[config.mk]
export PLATFORM = sky130hd
export DESIGN_NAME = key_entry_ctrl
export DESIGN_NICKNAME = d
export VERILOG_FILES = /design/src/rtl/key_entry_pkg.sv /design/src/rtl/key_entry_ctrl_btn_debounce.sv /design/src/rtl/key_entry_ctrl.sv
export SDC_FILE = /design/constraint.sdc
export NUM_CORES = 1
export LEC_CHECK = 0
export BUFFER_PORTS_ARGS = -buffer_cell sky130_fd_sc_hd__buf_2
export CAP_MARGIN = 15
export CORE_AREA = 2 2 88 90
export DETAILED_ROUTE_END_ITERATION = 10
export DIE_AREA = 0 0 90 92
export GPL_ROUTABILITY_DRIVEN = 0
export PLACE_DENSITY = 0.6
export SETUP_SLACK_MARGIN = 0.02
export SLEW_MARGIN = 20
export SYNTH_ARGS = -nofsm -noshare
export SYNTH_HDL_FRONTEND = slang
export SYNTH_SLANG_ARGS = --single-unit
[constraint.sdc]
create_clock -name clk -period 2.66 [get_ports clk]
set_clock_uncertainty 0.2 [all_clocks]
set_input_delay 0.532 -clock clk [delete_from_list [all_inputs] [get_ports clk]]
set_output_delay 0.532 -clock clk [all_outputs]
set_load 0.01 [all_outputs]
[src/rtl/key_entry_pkg.sv]
// key_entry_pkg: stage encodings and debounce defaults for the key entry controller
package key_entry_pkg;
  typedef enum logic [1:0] {
    S_A = 2'd0,
    S_B = 2'd1,
    S_F = 2'd2
  } stage_t;
  localparam int DEB_CYCLES = 1_000_000;
  localparam int CNT_W = 20;
endpackage

[src/rtl/key_entry_ctrl_btn_debounce.sv]
// btn_debounce: synchronise a raw button, debounce it and emit a one-cycle press pulse
module btn_debounce #(
  parameter int DEB_CYCLES  = 1_000_000,
  parameter int CNT_W       = 20,
  parameter int SYNC_STAGES = 2
) (
  input  logic clk,
  input  logic rst,
  input  logic raw,
  output logic press
);
  localparam logic [CNT_W-1:0] LAST = CNT_W'(DEB_CYCLES - 1);
  logic [SYNC_STAGES-1:0] sync;
  logic [CNT_W-1:0] cnt;
  logic stable, stable_q, synced, settled;
  assign synced = sync[SYNC_STAGES-1];
  assign settled = (synced != stable) && (cnt == LAST);
  // synchroniser chain, glitch-restarting counter, accepted level and its rising-edge pulse
  always_ff @(posedge clk or posedge rst) begin
    if (rst) begin
      sync     <= '0;
      cnt      <= '0;
      stable   <= 1'b0;
      stable_q <= 1'b0;
      press    <= 1'b0;
    end else begin
      sync     <= {sync[SYNC_STAGES-2:0], raw};
      cnt      <= (synced == stable || settled) ? '0 : cnt + 1'b1;
      stable   <= settled ? synced : stable;
      stable_q <= stable;
      press    <= stable & ~stable_q;
    end
  end
endmodule

[src/rtl/key_entry_ctrl.sv]
// key_entry_ctrl: turn ENTER/CLR buttons into A/B/F load strobes and a stage code
module key_entry_ctrl
  import key_entry_pkg::*;
#(
  parameter int DEB_CYCLES  = key_entry_pkg::DEB_CYCLES,
  parameter int CNT_W       = key_entry_pkg::CNT_W,
  parameter int SYNC_STAGES = 2
) (
  input  logic       clk,
  input  logic       rst,
  input  logic       btn_enter,
  input  logic       btn_clr,
  output logic       ld_a,
  output logic       ld_b,
  output logic       ld_f,
  output logic [1:0] stage
);
  stage_t state, next_state;
  logic enter_p, clr_p, nx_a, nx_b, nx_f;

  btn_debounce #(.DEB_CYCLES(DEB_CYCLES), .CNT_W(CNT_W), .SYNC_STAGES(SYNC_STAGES)) u_enter (
    .clk(clk), .rst(rst), .raw(btn_enter), .press(enter_p)
  );

  btn_debounce #(.DEB_CYCLES(DEB_CYCLES), .CNT_W(CNT_W), .SYNC_STAGES(SYNC_STAGES)) u_clr (
    .clk(clk), .rst(rst), .raw(btn_clr), .press(clr_p)
  );

  // stage register and registered strobes
  always_ff @(posedge clk or posedge rst) begin
    if (rst) begin
      state <= S_A;
      ld_a  <= 1'b0;
      ld_b  <= 1'b0;
      ld_f  <= 1'b0;
    end else begin
      state <= next_state;
      ld_a  <= nx_a;
      ld_b  <= nx_b;
      ld_f  <= nx_f;
    end
  end

  // CLR restarts the sequence and beats a simultaneous ENTER; ENTER advances A->B->F->A
  always_comb begin
    next_state = clr_p ? S_A :
                 !enter_p ? state :
                 state == S_A ? S_B :
                 state == S_B ? S_F : S_A;
  end

  // strobe for the target being loaded, suppressed whenever CLR is pressed
  always_comb begin
    nx_a = enter_p && !clr_p && state == S_A;
    nx_b = enter_p && !clr_p && state == S_B;
    nx_f = enter_p && !clr_p && state == S_F;
  end

  assign stage = state;
endmodule
==> flow_summary.json <==
{
  "outcome": "complete, no violations",
  "drt-vias-per-instance": 4.719,
  "ant_nets": 0,
  "die_x_um": 90,
  "avgRoutedWirePerCell_um": 11.15,
  "final_area_mm2": 0.002774,
  "synth.area.top_cells": "dfrtp_1 55%, xnor2_1 9.9%, nor2_1 6.9%",
  "crit_path_start": "u_enter.cnt[12]",
  "arrival_ns": 2.41,
  "fin_tns_setup_ns": 0,
  "antenna_found_initial": 0,
  "place_inst": 351,
  "post_cts_buffers": 0,
  "drt_wl_total_um": 4003,
  "initial_core_util": 0.3340,
  "powerDensity_mw_per_mm2": 502.8,
  "holdCritPathClass": "input port to flip-flop",
  "numPortBuffers": 8,
  "ir_drop_mv": 0.1983,
  "cts.sinks": 55,
  "dieHeight_um": 92,
  "track_usage": 0.1059,
  "firstDrtPassIters": 4,
  "vias": 1694,
  "max_stage_delay_ns": 0.54,
  "core_region_area_mm2": 0.007447,
  "final_cells": 359,
  "cts_tree": "built",
  "setup_viol": 0,
  "syn_inst": 238,
  "ys_types": 28,
  "drt_iter0_drc": 85,
  "cp-end-kind": "flip-flop",
  "overflow": 0,
  "start_kind": "flip-flop",
  "crit_chain": "or4_1 > or4_4 > nor2_1 > mux2_2",
  "die_area_mm2": 0.008280,
  "htreeDepth": 2,
  "clk_latency_ns": 0.31,
  "grt_pass1_vias": 1627,
  "synth_top_cell_by_area": "dfrtp_1",
  "slew_headroom": 0.5546,
  "clock.fmax_mhz": 414.7,
  "cts_resized": 0,
  "io_pins": 9,
  "final_hold_viol_count": 0,
  "drive_gt1_frac": 0.1167,
  "synth_nets": 244,
  "cts_buffers": 5,
  "hp-start": "btn_enter",
  "worst-r2r-setup-slack_ns": 0.25,
  "path_class": "flip-flop to flip-flop",
  "final_common_cell": "dfrtp_1",
  "ctsHoldBuffers": 0,
  "syn_area_mm2": 0.002487,
  "fp-row-count": 32,
  "grt_max_degree": 56,
  "path_buf_inv": 0,
  "final_nets": 262,
  "cts_buffer_depth": 2,
  "layout_common_cells": "55 x dfrtp_1, 46 x nor2_1, 28 x xnor2_1",
  "period_minus_slack_ns": 2.411,
  "cp.required_ns": 2.66,
  "fin_crit_sh": 0.9065,
  "diodes": 0,
  "post_synth.cell_area_avg_um2": 10.45,
  "yosysTopAreaCellShare": 0.5533,
  "crit_fanout": 6,
  "place_ws_ns": 0.2703,
  "rsz0062_at_grt": "no",
  "grt_first_pass_wirelength_um": 7238,
  "synth_seq_area_share": 0.5533,
  "dp_hpwl_um": 2648,
  "yosys_register_bits": 55,
  "fin_util": 0.3725,
  "fin_ws_ns": 0.2487,
  "timing.rr.start": "u_enter.cnt[12]",
  "maxSlewViolCount": 0,
  "synthToLayoutAreaGrowth_pct": 11.52,
  "cpLargestDelayFamily": "simple AND/OR/NAND/NOR gates",
  "hold_slack_ns": 0.1268,
  "maxCapViolations": 0,
  "postPlaceCellArea_mm2": 0.002670,
  "p_leak_nw": 1.106,
  "clk_pin_slew_worst_paths_ns": 0.09,
  "critPathSlowestCell": "or4_1",
  "finalPower_mw": 1.395,
  "worst_slew_pin_slew_ns": 0.6681,
  "drc_errors": 0,
  "root_buffer": "clkbuf_8",
  "yosysWarnings": 0
}
-- path summary, 6_finish.rpt --
kind | end | cells after the start
max in group asynchronous | u_enter.cnt[1] | 3
setup / recovery | u_enter.stable | 4
min in group asynchronous | u_clr.sync[1] | 3
hold / removal | u_enter.sync[0] | 1
setup reg to reg | u_enter.stable | 4
hold reg to reg | u_clr.sync[1] | 0
-- metal layers --
layer	vias up	share of wire	routed length (µm)	GRT usage
met5	-	0	0	0
met4	0	0.017	69	0.05000
met3	5	0.019	78	0.01726
met2	21	0.46	1837	0.1767
met1	818	0.50	2017	0.1350
li1	850	-	-	-
-- kinds of logic after synthesis --
logic type               synth area share
XOR/XNOR                           0.1127
flip-flops                         0.5533
AO/OA/AOI/OAI                     0.03622
adder cells (fa/ha/maj)           0.01006
multiplexers                      0.02515
AND/OR/NAND/NOR                    0.2354
buffers and inverters             0.02716
-- cell usage after synthesis --
| master | count |
|---|---|
| ha_1 | 2 |
| or4b_1 | 1 |
| nand4b_1 | 1 |
| a21oi_1 | 4 |
| or4_4 | 2 |
| or4_1 | 2 |
| xnor2_1 | 28 |
| nor3b_1 | 2 |
| or4bb_1 | 1 |
| dfrtp_1 | 55 |
| inv_1 | 12 |
| mux2_2 | 2 |
| nor4_1 | 10 |
| nor2_1 | 46 |
| nor2b_1 | 2 |
| nand4_1 | 10 |
| a31o_2 | 2 |
| nor3_1 | 14 |
| nand3b_1 | 1 |
| xor2_1 | 4 |
| o21ai_0 | 4 |
| and3_1 | 2 |
| nand2_1 | 11 |
| nand2b_1 | 1 |
| buf_6 | 2 |
| mux2i_1 | 4 |
| o21ai_4 | 2 |
| nand3_1 | 11 |
-- flip-flops by register name, indices dropped and copies added, names as in the netlist, 2 cells and up --
name	cells
u_clr.sync	2
u_enter.sync	2
stage	2
u_clr.cnt	20
u_enter.cnt	20
-- where the power goes --
| part | switching, mW | internal, mW | leakage (nW) |
|---|---|---|---|
| registers | 0.00831 | 0.846 | 0.754 |
| logic | 0.0316 | 0.0116 | 0.301 |
| clock network | 0.260 | 0.237 | 0.0505 |
| total | 0.300 | 1.09 | 1.11 |
-- final cells by class --
cell class | count | area [µm²]
Fill cell | 760 | 4673
Sequential cell | 55 | 1376
Multi-Input combinational cell | 169 | 1044
Tap cell | 102 | 127.6
Clock buffer | 7 | 96.34
Timing Repair Buffer | 13 | 77.57
Inverter | 12 | 45.04
Clock inverter | 1 | 7.507
Note: power is estimated with default switching activity, not from simulation.
